**src/rtl/divide_unit_pkg.sv**
```systemverilog
`default_nettype none
// ============================================================================
//  Module      : divide_unit_pkg
//  Description : Shared op/state encodings and op-decoding helpers for the
//                iterative divider.
//  Revision    : 1.0 - initial release
// ============================================================================
package divide_unit_pkg;

    typedef logic [1:0] div_op_t;
    typedef logic [1:0] div_state_t;

    localparam div_op_t DIV_OP_DIV  = 2'b00;
    localparam div_op_t DIV_OP_DIVU = 2'b01;
    localparam div_op_t DIV_OP_REM  = 2'b10;
    localparam div_op_t DIV_OP_REMU = 2'b11;

    localparam div_state_t DIV_IDLE = 2'd0;
    localparam div_state_t DIV_CALC = 2'd1;
    localparam div_state_t DIV_DONE = 2'd2;

    function automatic logic div_is_signed(input div_op_t op);
        return (op == DIV_OP_DIV) || (op == DIV_OP_REM);
    endfunction

    function automatic logic div_is_rem(input div_op_t op);
        return (op == DIV_OP_REM) || (op == DIV_OP_REMU);
    endfunction

endpackage
`default_nettype wire

```
**src/rtl/divide_unit_if.sv**
```systemverilog
`default_nettype none
// ============================================================================
//  Module      : divide_unit_if
//  Description : Request/response bundle between execute stage and divider.
//  Revision    : 1.0 - initial release
// ============================================================================
interface divide_unit_if #(
    parameter int WIDTH = 32
);
    import divide_unit_pkg::*;

    logic             start;
    div_op_t          op;
    logic [WIDTH-1:0] a;
    logic [WIDTH-1:0] b;
    logic             busy;
    logic             done;
    logic [WIDTH-1:0] result;

    modport master (output start, op, a, b, input busy, done, result);
    modport slave  (input start, op, a, b, output busy, done, result);

endinterface
`default_nettype wire

```
**src/rtl/divider_step.sv**
```systemverilog
`default_nettype none
// ============================================================================
//  Module      : divider_step
//  Description : One combinational restoring-division step on {rem, quo}.
//  Revision    : 1.0 - initial release
// ============================================================================
module divider_step #(
    parameter int WIDTH = 32
) (
    input  wire logic [WIDTH-1:0] i_rem,
    input  wire logic [WIDTH-1:0] i_quo,
    input  wire logic [WIDTH-1:0] i_divisor,
    output logic      [WIDTH-1:0] o_rem,
    output logic      [WIDTH-1:0] o_quo
);

    logic [WIDTH:0] w_shift;
    logic [WIDTH:0] w_diff;

    // rem < divisor on entry, so the difference always fits a signed WIDTH+1 word
    assign w_shift = {i_rem, i_quo[WIDTH-1]};
    assign w_diff  = w_shift - {1'b0, i_divisor};

    always_comb begin
        o_rem = w_diff[WIDTH-1:0];
        o_quo = {i_quo[WIDTH-2:0], 1'b1};
        if (w_diff[WIDTH]) begin
            o_rem = w_shift[WIDTH-1:0];
            o_quo = {i_quo[WIDTH-2:0], 1'b0};
        end
    end

endmodule
`default_nettype wire

```
**src/rtl/divide_unit.sv**
```systemverilog
`default_nettype none
// ============================================================================
//  Module      : divide_unit
//  Description : Iterative signed/unsigned divider (DIV/DIVU/REM/REMU), one
//                restoring step per clock, one-cycle done pulse.
//  Revision    : 1.0 - initial release
// ============================================================================
module divide_unit #(
    parameter int WIDTH = 32
) (
    input  wire logic    clk,
    input  wire logic    rstn,
    divide_unit_if.slave bus
);
    import divide_unit_pkg::*;

    localparam int              c_cnt_w = $clog2(WIDTH);
    localparam logic [c_cnt_w-1:0] c_last = c_cnt_w'(WIDTH - 1);
    localparam logic [WIDTH-1:0]   c_min  = {1'b1, {(WIDTH-1){1'b0}}};

    div_state_t         r_state;
    div_state_t         w_state_nx;
    logic [c_cnt_w-1:0] r_cnt;
    logic [WIDTH-1:0]   r_rem;
    logic [WIDTH-1:0]   r_quo;
    logic [WIDTH-1:0]   r_div;
    logic               r_is_rem;
    logic               r_neg_q;
    logic               r_neg_r;
    logic [WIDTH-1:0]   r_result;

    logic               w_accept;
    logic               w_signed;
    logic               w_a_neg;
    logic               w_b_neg;
    logic [WIDTH-1:0]   w_a_abs;
    logic [WIDTH-1:0]   w_b_abs;
    logic               w_div_zero;
    logic               w_ovf;
    logic               w_special;
    logic [WIDTH-1:0]   w_special_res;
    logic               w_last;
    logic [WIDTH-1:0]   w_rem_nx;
    logic [WIDTH-1:0]   w_quo_nx;
    logic [WIDTH-1:0]   w_calc_res;

    assign w_accept   = bus.start && ((r_state == DIV_IDLE) || (r_state == DIV_DONE));
    assign w_signed   = div_is_signed(bus.op);
    assign w_a_neg    = w_signed & bus.a[WIDTH-1];
    assign w_b_neg    = w_signed & bus.b[WIDTH-1];
    assign w_a_abs    = w_a_neg ? -bus.a : bus.a;
    assign w_b_abs    = w_b_neg ? -bus.b : bus.b;
    assign w_div_zero = (bus.b == '0);
    assign w_ovf      = w_signed && (bus.a == c_min) && (bus.b == '1);
    assign w_special  = w_div_zero | w_ovf;

    // Divide-by-zero wins; on signed overflow the dividend is the quotient
    always_comb begin
        w_special_res = div_is_rem(bus.op) ? '0 : bus.a;
        if (w_div_zero) begin
            w_special_res = div_is_rem(bus.op) ? bus.a : '1;
        end
    end

    divider_step #(.WIDTH(WIDTH)) u_step (
        .i_rem     (r_rem),
        .i_quo     (r_quo),
        .i_divisor (r_div),
        .o_rem     (w_rem_nx),
        .o_quo     (w_quo_nx)
    );

    assign w_last     = (r_cnt == c_last);
    assign w_calc_res = r_is_rem ? (r_neg_r ? -w_rem_nx : w_rem_nx)
                                 : (r_neg_q ? -w_quo_nx : w_quo_nx);

    always_comb begin
        w_state_nx = r_state;
        case (r_state)
            DIV_IDLE, DIV_DONE: begin
                if (w_accept) begin
                    w_state_nx = w_special ? DIV_DONE : DIV_CALC;
                end else begin
                    w_state_nx = DIV_IDLE;
                end
            end
            DIV_CALC: begin
                if (w_last) begin
                    w_state_nx = DIV_DONE;
                end
            end
            default: w_state_nx = DIV_IDLE;
        endcase
    end

    always_ff @(posedge clk or negedge rstn) begin
        if (!rstn) begin
            r_state  <= DIV_IDLE;
            r_cnt    <= '0;
            r_rem    <= '0;
            r_quo    <= '0;
            r_div    <= '0;
            r_is_rem <= 1'b0;
            r_neg_q  <= 1'b0;
            r_neg_r  <= 1'b0;
            r_result <= '0;
        end else begin
            r_state <= w_state_nx;
            if (w_accept) begin
                r_is_rem <= div_is_rem(bus.op);
                r_neg_q  <= w_a_neg ^ w_b_neg;
                r_neg_r  <= w_a_neg;
                r_div    <= w_b_abs;
                r_quo    <= w_a_abs;
                r_rem    <= '0;
                r_cnt    <= '0;
                if (w_special) begin
                    r_result <= w_special_res;
                end
            end else if (r_state == DIV_CALC) begin
                r_rem <= w_rem_nx;
                r_quo <= w_quo_nx;
                r_cnt <= r_cnt + 1'b1;
                if (w_last) begin
                    r_result <= w_calc_res;
                end
            end
        end
    end

    assign bus.busy   = (r_state == DIV_CALC);
    assign bus.done   = (r_state == DIV_DONE);
    assign bus.result = r_result;

endmodule
`default_nettype wire

```
**src/flat_wrapper.sv**
```systemverilog
// flat-port wrapper written by rule: the top's interface ports become plain ports
module divide_unit_flat import divide_unit_pkg::*;
#(
    parameter int WIDTH = 32
)
  (clk, rstn, bus_start, bus_op, bus_a, bus_b, bus_busy, bus_done, bus_result);
  divide_unit_if #(.WIDTH(WIDTH)) bus_i ();
  input  wire logic clk;
  input  wire logic rstn;
  input wire logic [$bits(bus_i.start)-1:0] bus_start;
  input wire logic [$bits(bus_i.op)-1:0] bus_op;
  input wire logic [$bits(bus_i.a)-1:0] bus_a;
  input wire logic [$bits(bus_i.b)-1:0] bus_b;
  output wire logic [$bits(bus_i.busy)-1:0] bus_busy;
  output wire logic [$bits(bus_i.done)-1:0] bus_done;
  output wire logic [$bits(bus_i.result)-1:0] bus_result;
  assign bus_i.start = bus_start;
  assign bus_i.op = bus_op;
  assign bus_i.a = bus_a;
  assign bus_i.b = bus_b;
  assign bus_busy = bus_i.busy;
  assign bus_done = bus_i.done;
  assign bus_result = bus_i.result;
  divide_unit #(.WIDTH(WIDTH)) u_core (.clk(clk), .rstn(rstn), .bus(bus_i));
endmodule
```
**config.mk**
```make
export PLATFORM = sky130hd
export DESIGN_NAME = divide_unit_flat
export DESIGN_NICKNAME = d
export VERILOG_FILES = /design/src/rtl/divide_unit_pkg.sv /design/src/rtl/divide_unit_if.sv /design/src/rtl/divider_step.sv /design/src/rtl/divide_unit.sv /design/src/flat_wrapper.sv
export SDC_FILE = /design/constraint.sdc
export NUM_CORES = 1
export LEC_CHECK = 0
export ABC_AREA = 1
export BUFFER_PORTS_ARGS = -buffer_cell sky130_fd_sc_hd__buf_2
export CAP_MARGIN = 5
export CORE_UTILIZATION = 40
export CTS_BUF_LIST = sky130_fd_sc_hd__clkbuf_2 sky130_fd_sc_hd__clkbuf_4 sky130_fd_sc_hd__clkbuf_8
export CTS_CLUSTER_DIAMETER = 40
export DETAILED_ROUTE_END_ITERATION = 10
export PLACE_DENSITY = 0.53
export SLEW_MARGIN = 20
export SYNTH_ARGS = -nofsm -noshare
export SYNTH_HDL_FRONTEND = slang
export SYNTH_SLANG_ARGS = --single-unit
```
**constraint.sdc**
```tcl
create_clock -name clk -period 9.3 [get_ports clk]
set_input_delay 1.395 -clock clk [delete_from_list [all_inputs] [get_ports clk]]
set_output_delay 1.395 -clock clk [all_outputs]
set_load 0.02 [all_outputs]
```
Word level (Yosys, flattened, before mapping)
Cells that the tools add are included.
{ "op_classes": {"order_cmp": 0, "addsub": 6, "n_shift": 0, "n_mux": 24, "mul": 0, "n_bitwise": 4, "n_eq_ne": 9, "div": 0, "n_reduce_logical": 13} }
{ "ops": {"columns": ["op", "n"], "rows": [
  ["32-bit 2-to-1 mux", 17],
  ["32-bit negation", 4],
  ["32-bit equality test (second input constant)", 2],
  ["33-bit by 32-bit subtractor with 33-bit output", 1],
  ["32-bit zero test", 1],
  ["5-bit 2-to-1 mux", 2],
  ["2-bit equality test (second input constant)", 3],
  ["2-bit 2-to-1 mux", 3],
  ["5-bit by 1-bit adder with 5-bit output (second input constant)", 1],
  ["5-bit equality test (second input constant)", 1],
  ["2-bit zero test", 2],
  ["2-bit one-hot mux with 2 select lines", 1],
  ["2-bit nonzero test", 2],
  ["1-bit logical AND", 3],
  ["1-bit logical OR", 3],
  ["3-bit AND reduction", 1],
  ["1-bit bitwise AND", 2],
  ["2-bit by 1-bit equality test with 1-bit output (second input constant)", 1],
  ["2-bit by 1-bit inequality test with 1-bit output (second input constant)", 1],
  ["2-bit inequality test (second input constant)", 1],
  ["2-bit OR reduction", 1],
  ["1-bit 2-to-1 mux", 1],
  ["1-bit bitwise OR", 1],
  ["1-bit bitwise XOR", 1]
]} }
{ "totals": {"n_memories": 0, "reg_bits": 138, "in_bits": 69, "romBits": 0, "latch_bits": 0, "ram_bits": 0, "out_inout_bits": 34, "wordCells": 65} }

Depth between registers and ports, before layout
Gate-level depths: netlist (run 1).
{ "logic_depth": {"ltp_word": 8, "ltp_mapped": 36, "ltp_nobuf": 34} }

Modules after synthesis
A second synthesis (run 1) with hierarchy kept.
{ "unflattened": {"cells_unflattened": 2339, "hier_area_um2": 13633.1} }
{ "by_module_without_submodules": {"columns": ["mod", "cells_per_inst", "n_inst", "area_per_inst_um2", "seq_area_each_um2"], "rows": [
  ["divide_unit", 1628, 1, 10249.8, 3453.3],
  ["divider_step", 711, 1, 3383.2, 0.0]
]} }

Worst setup path before layout (run 1)
OpenSTA, ideal clock, no wires.
{ "synth_timing": {"kind": "reg-to-reg", "startpoint": "register u_core.r_quo[31]", "endpoint": "register u_core.r_result[28], in the netlist u_core.bus.result[28]", "setup_time_ps": 73, "path_stages_with_launch": 37, "synth_period_minus_slack_ps": 4260, "t_required_ps": 9227, "arrival_ps": 4187, "path_buffers": 2, "slack_ps": 5040, "path_cell_list": "dfrtp_1 -> inv_1 -> ha_1 -> fa_1 -> inv_1 -> nand2_1 -> nand2_1 -> nand3_1 -> nand2_1 -> nand2_1 -> nand2_2 -> nand2_4 -> nand2_4 -> nand2_4 -> nand2_4 -> buf_12 -> buf_12 -> ha_1 -> inv_1 -> nor3_1 -> nand3_1 -> inv_1 -> nand2_1 -> nor2_1 -> inv_1 -> nor2_2 -> inv_1 -> nor3_1 -> inv_1 -> o21ai_2 -> o21ai_0 -> a21oi_1 -> xor2_1 -> nand2_1 -> nand2_1 -> nand2_1 -> a21oi_2"} }
{ "synth_via": {"elab_chain_cells": 8, "word_cells_on_any_way": 11, "cone_classes": "add/sub (3); mux (8)"} }
{ "synth_rtl": {"columns": ["item", "line", "text"], "rows": [
  ["from (decl)", "divide_unit.sv:25", "logic [WIDTH-1:0] r_quo;"],
  ["from (signal assigned)", "divide_unit.sv:114", "r_quo <= w_a_abs;"],
  ["from (signal assigned)", "divide_unit.sv:122", "r_quo <= w_quo_nx;"],
  ["33-bit by 32-bit subtractor with 33-bit output", "divider_step.sv:22", "assign w_diff = w_shift - {1'b0, i_divisor};"],
  ["1-bit 2-to-1 mux or 32-bit 2-to-1 mux (tied branches)", "divider_step.sv:27", "if (w_diff[WIDTH]) begin"],
  ["32-bit negation, on equally long branches", "divide_unit.sv:75, divide_unit.sv:74", null],
  ["32-bit 2-to-1 mux, on equally long branches", "divide_unit.sv:75, divide_unit.sv:74", null],
  ["32-bit 2-to-1 mux (*)", "divide_unit.sv:74", "assign w_calc_res = r_is_rem ? (r_neg_r ? -w_rem_nx : w_rem_nx)"],
  ["32-bit 2-to-1 mux (*)", "divide_unit.sv:124", "if (w_last) begin"],
  ["32-bit 2-to-1 mux (*)", "divide_unit.sv:120", "end else if (r_state == DIV_CALC) begin"],
  ["32-bit 2-to-1 mux (*)", "divide_unit.sv:109", "if (w_accept) begin"],
  ["to (signal assigned)", "divide_unit.sv:118", "r_result <= w_special_res;"],
  ["to (signal assigned)", "divide_unit.sv:125", "r_result <= w_calc_res;"],
  ["to (decl)", "divide_unit.sv:30", "logic [WIDTH-1:0] r_result;"]
]} }
Mark *: on every way between the ends. The rest lies on a longest branch, timed or not. The select of a mux whose other input is x is not followed.
A chain may end at the register's enable or synchronous reset.

Final worst setup path (run 1)
Ends and elaborated chain as after synthesis.

==> results.md, run 1 <==
* Final setup violation count at 0
* Share of cells above drive strength 1 at 12.3%
* Drt wl/cell at 17.9 um
* Post-CTS Setup Inserts at 0
* FF-to-FF Start: u_core.r_quo[31]
* Initial Utilization at 40.9%
* DIE WIDTH at 182 um
* CP Launch Type: register
* Final #Nets at 2213
* Clk buf depth at 2
* Num CTS Buffers at 17
* Required time worst endpoint at 9.73 ns
* Fin. Hold Viols at 0
* Post-synth cell types at 56
* Yosys reg bits at 138
* R2R depth at 34
* Post-CTS Resized at 0
* Worst EP arrival at 5.64 ns
* Syn nets at 2157
* Slowest Stage Delay on Critical Path at 0.47 ns
* Row count at 65
* Setup_tns at 0 ns
* Max-Cap Viols at 0
* Largest family of logic cells by synthesized area: simple AND/OR/NAND/NOR gates
* Area delta synth->final at 8.93%
* # diodes at 0
* Compound-gate portion of the synthesized area at 18.6%
* Setup CP Type: register to register
* Avg Synthesized Cell Area at 6.34 um2
* CP Capture Type: register
* Clock skew at 0.0213 ns
* Remaining antenna violation count at 0
* Unrepaired setup endpoints after global routing: no
* First-pass GRT wire length at 71200 um
* Dominant cell type by area after synthesis: dfrtp_1
* Total track usage at 27.5%
* Synth area leaders: dfrtp_1 27%, nand2_1 15%, inv_1 7.8%
* Initial DRC count at 1133
* Multiplexer share of the synthesized area at 0%
* Warnings from Yosys at 0
* CTS Root Cell: clkbuf_8
* Number of remaining DRC errors at 0
* Synth Area in Simple Gates at 36.3%
* WP buf/inv at 7
* Overflow after GRT at 0
* H-tree levels at 4
* Slew headroom at 32.5%
* IO buf count at 102
* Status: finished, final reports clean
* Die height at 182 um
* DRT Wirelength at 45100 um
* IO Count at 103
* Crit path max-delay family: simple AND/OR/NAND/NOR gates
* Critical path launch point: u_core.r_quo[31]
* Adder-Cell Fraction of Synth Area at 3.91%
* Fmax at 192 MHz
* Cell repeated most along the worst path: nand2_1
* DIE AREA at 33200 um2
* Cts hold-fix bufs at 0
* Via Count at 13.6k
* Initial DRT Pass Iterations at 7
* Seq/Total Area, Yosys at 26.6%
* Final Slew Violations at 0
* Hold Crit Class: register to register
* Slowest CP cell: nand2_4
* CTS tree: built
* Cells after Synth at 2048
* Total core area at 31700 um2
* Min-delay src: u_core.r_div[17]
* HPWL Detailed at 35000 um
* Sink Count at 138
* CP max FO at 40
* Post-synth top area share at 26.6%
* Via density at 5.40
* Cell Area, Synth at 13000 um2
* Synth Area in XOR/XNOR at 3.10%
* Clk slew on worst S/H paths at 0.09 ns
* Gpl congestion at 0.916
* Period utilization at 56.1%
* Flop-to-flop setup slack at 4.08 ns
* Worst-margin pin slew at 1.01 ns
* Vias in the first global route at 12.7k
* Final Critical Period at 5.22 ns
* Clk Latency, worst-skew pair at 0.50 ns
* Crit Reg-Reg Endpoint: u_core.bus.result[28]
* Hold EP: u_core.r_div[17]
* Hold-critical path depth at 2
* Initial antenna violation count at 1
* Largest net degree at the start of global routing at 77
-- registers in the layout, summed over array words and instances, names as in the netlist --
register and flops:
u_core.r_neg_q 1, u_core.r_rem 32, u_core.r_quo 32, u_core.r_state 2
u_core.r_neg_r 1, u_core.r_is_rem 1, u_core.r_cnt 5, u_core.bus.result 32
u_core.r_div 32
-- worst max path at each step --
stage / endpoint / slack [ns] / cells after the start
2_1_floorplan: u_core.bus.result[28] / 5.04 / 36
3_3_place_gp: u_core.bus.result[28] / 4.12 / 34
3_5_place_dp: u_core.bus.result[28] / 4.17 / 34
4_1_cts: u_core.bus.result[28] / 4.12 / 34
5_1_grt: u_core.bus.result[28] / 3.58 / 34
6_report: u_core.bus.result[28] / 4.08 / 34
-- per-layer routing --
metal  global-route usage [%]  wire, um  vias up
li1                         -         -     6833
met1                     39.8     22200     6438
met2                     44.5     20700      315
met3                     3.09      1770       24
met4                     4.71       401        0
met5                        0         0        -
-- metrics by stage --
step | area, um2 | worst slack, ns | hold slack (ns) | utilization (%) | std cells
2_1_floorplan | 13000 | 5.04 | 0.453 | - | 2048
3_3_place_gp | 13700 | 4.12 | 0.467 | 43.1 | 2487
3_5_place_dp | 13700 | 4.17 | 0.473 | 43.1 | 2487
4_1_cts | 14100 | 4.12 | 0.496 | 44.6 | 2519
5_1_grt | 14100 | 3.58 | 0.519 | 44.6 | 2519
6_report | 14100 | 4.08 | 0.491 | 44.6 | 2519
-- cells by family (layout without fill, tap and decap cells) --
group / count (synthesis) / count (layout)
AOI/OAI and AO/OA: 407 / 407
adders and majority gates: 40 / 40
and+or+nand+nor: 1058 / 1058
xor gates and xnor gates: 46 / 46
DFF: 138 / 138
buffers and inverters: 359 / 428
-- synthesized netlist by cell type (all sizes together) --
| library cell | number |
|---|---|
| buf | 33 |
| o22ai | 21 |
| inv | 279 |
| o211ai | 17 |
| a21o | 2 |
| clkbuf | 45 |
| nor3 | 45 |
| nor2 | 210 |
| nand3b | 4 |
| o21a | 3 |
| dfrtp | 138 |
| xnor2 | 15 |
| nand2 | 586 |
| clkinv | 2 |
| o31ai | 5 |
| a221o | 1 |
| a21oi | 120 |
| xor2 | 31 |
| or2 | 4 |
| nor4 | 4 |
| nand3 | 175 |
| o221ai | 31 |
| o21ai | 178 |
| o32ai | 1 |
| o21bai | 6 |
| nand4 | 27 |
| a22o | 2 |
| and2 | 2 |
| fa | 1 |
| ha | 39 |
| a31oi | 19 |
| nor3b | 1 |
| o22a | 1 |
-- worst min-delay path, delay by kind of cell (launching register included) --
family             cells  cell delay, ns
and+or+nand+nor        1            0.05
AOI/OAI and AO/OA      1            0.06
DFF                    1            0.35
-- area by class of cell --
| type | count | area (um2) |
|---|---|---|
| Fill cell | 3512 | 17600 |
| Multi-Input combinational cell | 1551 | 8040 |
| Sequential cell | 138 | 3450 |
| Inverter | 281 | 1060 |
| Timing Repair Buffer | 115 | 614 |
| Tap cell | 402 | 503 |
| Clock inverter | 15 | 236 |
| Clock buffer | 17 | 234 |
-- placed cells by master (no fill, tap or decap), types with 27 or more instances in the layout --
cell / count
nand4_1: 27
inv_1: 270
dfrtp_1: 138
nor2_1: 194
xor2_1: 31
nand2_2: 39
o221ai_1: 31
nand2_1: 533
nand3_1: 171
buf_2: 101
ha_1: 39
a21oi_1: 114
o21ai_0: 153
nor3_1: 38
Power of run 1 is not shown: default switching activity piles up to over one toggle a cycle in this logic, so the estimate is an artifact.
==> run 2: changes to the inputs <==
Settings changed: PLACE_DENSITY 0.53 to 0.55.
Clock period 9.3 ns to 4.5 ns, I/O delays scaled along.
==> run 2 against run 1 <==
  * Sequential share of layout area shrank 0.21 points
  * Core utilization grew 0.39 points
  * Setup slack lost 3.7 ns
  * Cell count grew 0.64%
  * Count of clock-buffer cells in the layout grew 1
  * Routed wire length grew 0.64%
==> results.md, run 2 (same netlist as run 1, synthesis figures left out) <==
* Initial Utilization at 40.9% (unchanged)
* IO Count at 103 (unchanged)
* # diodes at 0 (unchanged)
* DP Worst Slack at 0.0455 ns (-4.12 ns)
* Via density at 5.43 (+0.45%)
* Total track usage at 28.1% (+0.52 points)
* Slowest CP cell: dfrtp_1
* FF+latch area at 3450 um2 (unchanged)
* Uppermost layer routed: met4
* Clk Latency, worst-skew pair at 0.49 ns (about the same)
* IO buf count at 102 (unchanged)
* Die height at 182 um (unchanged)
* Row count at 65 (unchanged)
* Gpl congestion at 0.908 (-0.96%)
* First-pass GRT wire length at 72300 um (+1.5%)
* CP Capture Type: register
* Hold Crit Class: input pin to async pin
* Setup CP Type: register to register
* Sink Count at 138 (unchanged)
* Required time worst endpoint at 4.92 ns (-4.81 ns)
* Cts hold-fix bufs at 0 (unchanged)
* Clk slew on worst S/H paths at 0.09 ns (about the same)
* Clk buf depth at 2 (unchanged)
* Fmax at 241 MHz (+26%)
* Period utilization at 92.2% (+36 points)
* DRT Wirelength at 45400 um (+0.64%)
* Flop-to-flop setup slack at 0.35 ns (-3.73 ns)
* H-tree levels at 4 (unchanged)
* CP Launch Type: register
* Commonest non-fill, non-tap cells in the layout: 531 x nand2_1, 269 x inv_1, 193 x nor2_1, 171 x nand3_1, 152 x o21ai_0
* Unrepaired setup endpoints after global routing: no
* DIE WIDTH at 182 um (unchanged)
* Via Count at 13.8k (+1.1%)
* Final #Nets at 2229 (+0.72%)
* Worst EP arrival at 4.57 ns (-1.07 ns)
* CTS Root Cell: clkbuf_8
* DIE AREA at 33200 um2 (unchanged)
* Fin worst setup slack at 0.350 ns (-3.73 ns)
* Setup_tns at 0 ns (unchanged)
* CTS tree: built
* Slowest Stage Delay on Critical Path at 0.40 ns (-0.07 ns)
* Combined area of the multi-input logic cells at 8080 um2 (+0.48%)
* Drt wl/cell at 17.9 um (about the same)
* Worst-margin pin slew at 1.03 ns (+0.0145 ns)
* Vias in the first global route at 12.8k (+0.64%)
* Met2 WL at 20500 um (-0.99%)
* Commonest non-fill, non-tap cell in the layout: nand2_1
* Fin. Hold Viols at 0 (unchanged)
* Num CTS Buffers at 17 (unchanged)
* Clock skew at 0.0187 ns (-0.00264 ns)
* HPWL Detailed at 35600 um (+1.8%)
* Max-Cap Viols at 0 (unchanged)
* Status: finished, final reports clean
* Number of remaining DRC errors at 0 (unchanged)
* Total core area at 31700 um2 (unchanged)
* Initial antenna violation count at 5 (+4)
* Initial DRC count at 1187 (+4.8%)
* Initial DRT Pass Iterations at 6 (-1)
* Met3 wire len at 2540 um (+44%)
* CP max FO at 5 (-88%)
* Metal1 wirelength at 21800 um (-2.1%)
* Cell repeated most along the worst path: nand2_1
* Final setup violation count at 0 (unchanged)
* Final Critical Period at 4.15 ns (-1.07 ns)
* Area delta synth->final at 9.90%
* Overflow after GRT at 0 (unchanged)
* Final Slew Violations at 0 (unchanged)
* Remaining antenna violation count at 0 (unchanged)
* # fillers at 3482 (-0.85%)
* Share of cells above drive strength 1 at 13.5% (+1.1 points)
* Largest net degree at the start of global routing at 78 (+1.3%)
* Slew headroom at 31.5% (-0.97 points)
-- run 2: cell count changes in the layout (fill, tap and decap cells not counted), sizes merged --
cell      previous run  this run
buf                115       131
bufinv               5         2
clkinvlp             2         4
clkbuf              17        18
clkinv               4         5
inv                285       284
-- run 2: worst paths after layout --
check                            startpoint                    end  cells after the start
hold reg to reg            u_core.r_div[19]       u_core.r_div[19]                      2
max in group asynchronous              rstn  u_core.bus.result[19]                      2
min in group clk           u_core.r_div[19]       u_core.r_div[19]                      2
setup / recovery            u_core.r_div[0]  u_core.bus.result[28]                     33
setup reg to reg            u_core.r_div[0]  u_core.bus.result[28]                     33
hold / removal                         rstn       u_core.r_div[24]                      1
-- run 2: layout make-up --
| type | count | area share (%) |
|---|---|---|
| tap | 402 | 3.53 |
| multi-input combinational | 1551 | 56.7 |
| clock inverter | 14 | 1.12 |
| sequential | 138 | 24.2 |
| inverter | 281 | 7.41 |
| timing repair buffer | 131 | 5.35 |
| clock buffer | 18 | 1.74 |
-- run 2: through the flow --
step	cell area (um2)	util (%)	hold slack, ns	instances
after floorplan	13000	-	0.379	2048
after global placement	13800	43.5	0.468	2501
after detailed placement	13800	43.5	0.473	2501
after CTS	14200	44.8	0.166	2533
after global routing	14300	45.0	0.179	2535
final	14300	45.0	0.155	2535
-- run 2: routing by layer --
metal / track usage [%] / vias to the layer above
met1: 40.9 / 6449
met2: 43.8 / 409
li1: - / 6866
met3: 3.75 / 34
met5: 0 / -
met4: 6.18 / 0
-- run 2: critical path, delay by kind of cell (launching register included) --
family,cells,cell delay [ns]
DFF,1,0.40
xor gates and xnor gates,1,0.15
buffers and inverters,6,0.47
AOI/OAI and AO/OA,4,0.55
and+or+nand+nor,19,1.75
adders and majority gates,3,0.75
-- run 2: what timing repair did --
| action | in CTS | in global routing |
|---|---|---|
| setup endpoints to repair | 1 | 15 |
| pin swaps | 0 | 3 |
| resized for setup | 1 | 12 |
| gates cloned | 0 | 0 |
| setup buffers | 0 | 2 |
Power of run 2 is left out for the same reason.
==> run 3: changes to the inputs <==
Settings changed: PLACE_DENSITY 0.55 to 0.57, SETUP_SLACK_MARGIN from default to 0.5.
==> run 3 against run 2 <==
  * Final area up 4.3%
  * Sequential cell count unchanged
  * Global-route usage up 0.25 points
  * Register-to-register slack better by 0.30 ns
  * First-iteration DRC count up 9.5%
  * Setup slack better by 0.30 ns
  * Largest cell class unchanged
  * Count of clock-buffer cells in the layout up 3
  * Worst hold slack better by 0.12 ns
  * Routed wire length up 2.7%
  * Clock skew up 0.0025 ns
  * Critical path depth up 1
==> results.md, run 3 (same netlist as run 1, synthesis figures left out) <==
* Commonest non-fill, non-tap cells in the layout: 525 x nand2_1, 264 x inv_1, 190 x nor2_1, 169 x nand3_1, 151 x o21ai_0
* CP Launch Type: register
* Setup_tns at 0 ns (unchanged)
* Period utilization at 85.7% (-6.6 points)
* IO buf count at 102 (unchanged)
* Row count at 65 (unchanged)
* CP max FO at 3 (-2)
* Setup CP Type: register to register
* FF-to-FF Start: u_core.r_quo[31]
* Via Count at 14.1k (+2.3%)
* Vias in the first global route at 13.2k (+3.4%)
* Clk Latency, worst-skew pair at 0.50 ns (about the same)
* Total core area at 31700 um2 (unchanged)
* Fin. Hold Viols at 0 (unchanged)
* Slew headroom at 31.4% (-0.10 points)
* Via density at 5.49 (+1.2%)
* Drt wl/cell at 18.2 um (+1.6%)
* FF+latch area at 3460 um2 (+0.11%)
* CTS Root Cell: clkbuf_8
* DIE WIDTH at 182 um (unchanged)
* Clk slew on worst S/H paths at 0.09 ns (about the same)
* Fin Hold WS at 0.271 ns (+0.116 ns)
* Gpl congestion at 0.936 (+3.1%)
* Number of remaining DRC errors at 0 (unchanged)
* Critical path launch point: u_core.r_quo[31]
* Commonest non-fill, non-tap cell in the layout: nand2_1
* Combined area of the multi-input logic cells at 8470 um2 (+4.8%)
* Max-Cap Viols at 0 (unchanged)
* Die height at 182 um (unchanged)
* Slowest Stage Delay on Critical Path at 0.36 ns (-0.04 ns)
* Hold Crit Class: input pin to async pin
* Total track usage at 28.3% (+0.25 points)
* Worst-margin pin slew at 1.02 ns (-0.00515 ns)
* H-tree levels at 4 (unchanged)
* Slowest CP cell: dfrtp_1
* Largest net degree at the start of global routing at 93 (+19%)
* Cts hold-fix bufs at 0 (unchanged)
* HPWL Detailed at 35200 um (-0.98%)
* DIE AREA at 33200 um2 (unchanged)
* Initial DRC count at 1300 (+9.5%)
* Status: finished, final reports clean
* Initial DRT Pass Iterations at 6 (unchanged)
* Clock skew at 0.0212 ns (+0.00250 ns)
* CP Capture Type: register
* CTS tree: built
* Initial antenna violation count at 1 (-4)
* Area delta synth->final at 14.6%
* Num CTS Buffers at 17 (unchanged)
* Initial Utilization at 40.9% (unchanged)
* Final Critical Period at 3.85 ns (-0.296 ns)
* Required time worst endpoint at 4.92 ns (about the same)
* Sink Count at 138 (unchanged)
* Remaining antenna violation count at 0 (unchanged)
* IO Count at 103 (unchanged)
* Overflow after GRT at 0 (unchanged)
* Unrepaired setup endpoints after global routing: yes
* DRT Wirelength at 46600 um (+2.7%)
* Final #Nets at 2254 (+1.1%)
* Fmax at 259 MHz (+7.7%)
* Final Slew Violations at 0 (unchanged)
* First-pass GRT wire length at 72700 um (+0.57%)
* Final setup violation count at 0 (unchanged)
* # fillers at 3394 (-2.5%)
* Share of cells above drive strength 1 at 16.6% (+3.2 points)
* Worst EP arrival at 4.27 ns (-0.30 ns)
* Clk buf depth at 2 (unchanged)
run 3: cell type report:
type / instances / share of cell area, %
Antenna cell: 1 / 0.0168
Multi-Input combinational cell: 1553 / 56.9
Inverter: 281 / 7.12
Clock inverter: 11 / 1.29
Tap cell: 402 / 3.38
Sequential cell: 138 / 23.2
Timing Repair Buffer: 154 / 6.14
Clock buffer: 21 / 1.90
run 3: routing by layer:
layer	part of all wire [%]	vias up	wire (um)	global-route usage (%)
li1	-	6916	-	-
met1	47	6621	21900	40.3
met2	45	465	20900	44.2
met3	5.9	67	2730	3.53
met4	2.2	0	1040	9.38
met5	0	-	0	0
run 3: repair_timing:
action / in CTS / in global routing
gates cloned: 0 / 2
setup endpoints to repair: 25 / 25
pin swaps: 18 / 20
setup buffers: 20 / 10
gates resized for setup: 31 / 41
run 3: critical path, delay by kind of cell (launching register included):
| kind | cells | cell delay [ns] |
|---|---|---|
| AND/OR/NAND/NOR | 19 | 1.62 |
| flip-flops | 1 | 0.36 |
| AO/OA/AOI/OAI | 4 | 0.53 |
| XOR/XNOR | 1 | 0.15 |
| adder cells (fa/ha/maj) | 3 | 0.69 |
| buffers and inverters | 7 | 0.45 |
run 3: worst paths after layout:
| kind | slack, ns | depth (start not counted) | endpoint |
|---|---|---|---|
| max in group asynchronous | 3.15 | 2 | u_core.r_cnt[1] |
| hold / removal | 0.27 | 1 | u_core.r_div[22] |
| hold reg to reg | 0.49 | 2 | u_core.r_div[7] |
| setup / recovery | 0.65 | 34 | u_core.bus.result[28] |
| setup reg to reg | 0.65 | 34 | u_core.bus.result[28] |
| min in group clk | 0.49 | 2 | u_core.r_div[7] |
run 3: per-stage QoR:
| stage | instance area (um2) | cells | util (%) | worst slack (ns) |
|---|---|---|---|---|
| 2_1_floorplan | 13000 | 2048 | - | 0.428 |
| 3_3_place_gp | 13800 | 2496 | 43.4 | 0.181 |
| 3_5_place_dp | 13800 | 2496 | 43.4 | 0.144 |
| 4_1_cts | 14500 | 2548 | 45.8 | 0.470 |
| 5_1_grt | 14900 | 2560 | 46.9 | 0.325 |
| 6_report | 14900 | 2561 | 46.9 | 0.646 |
Power of run 3 is left out for the same reason.
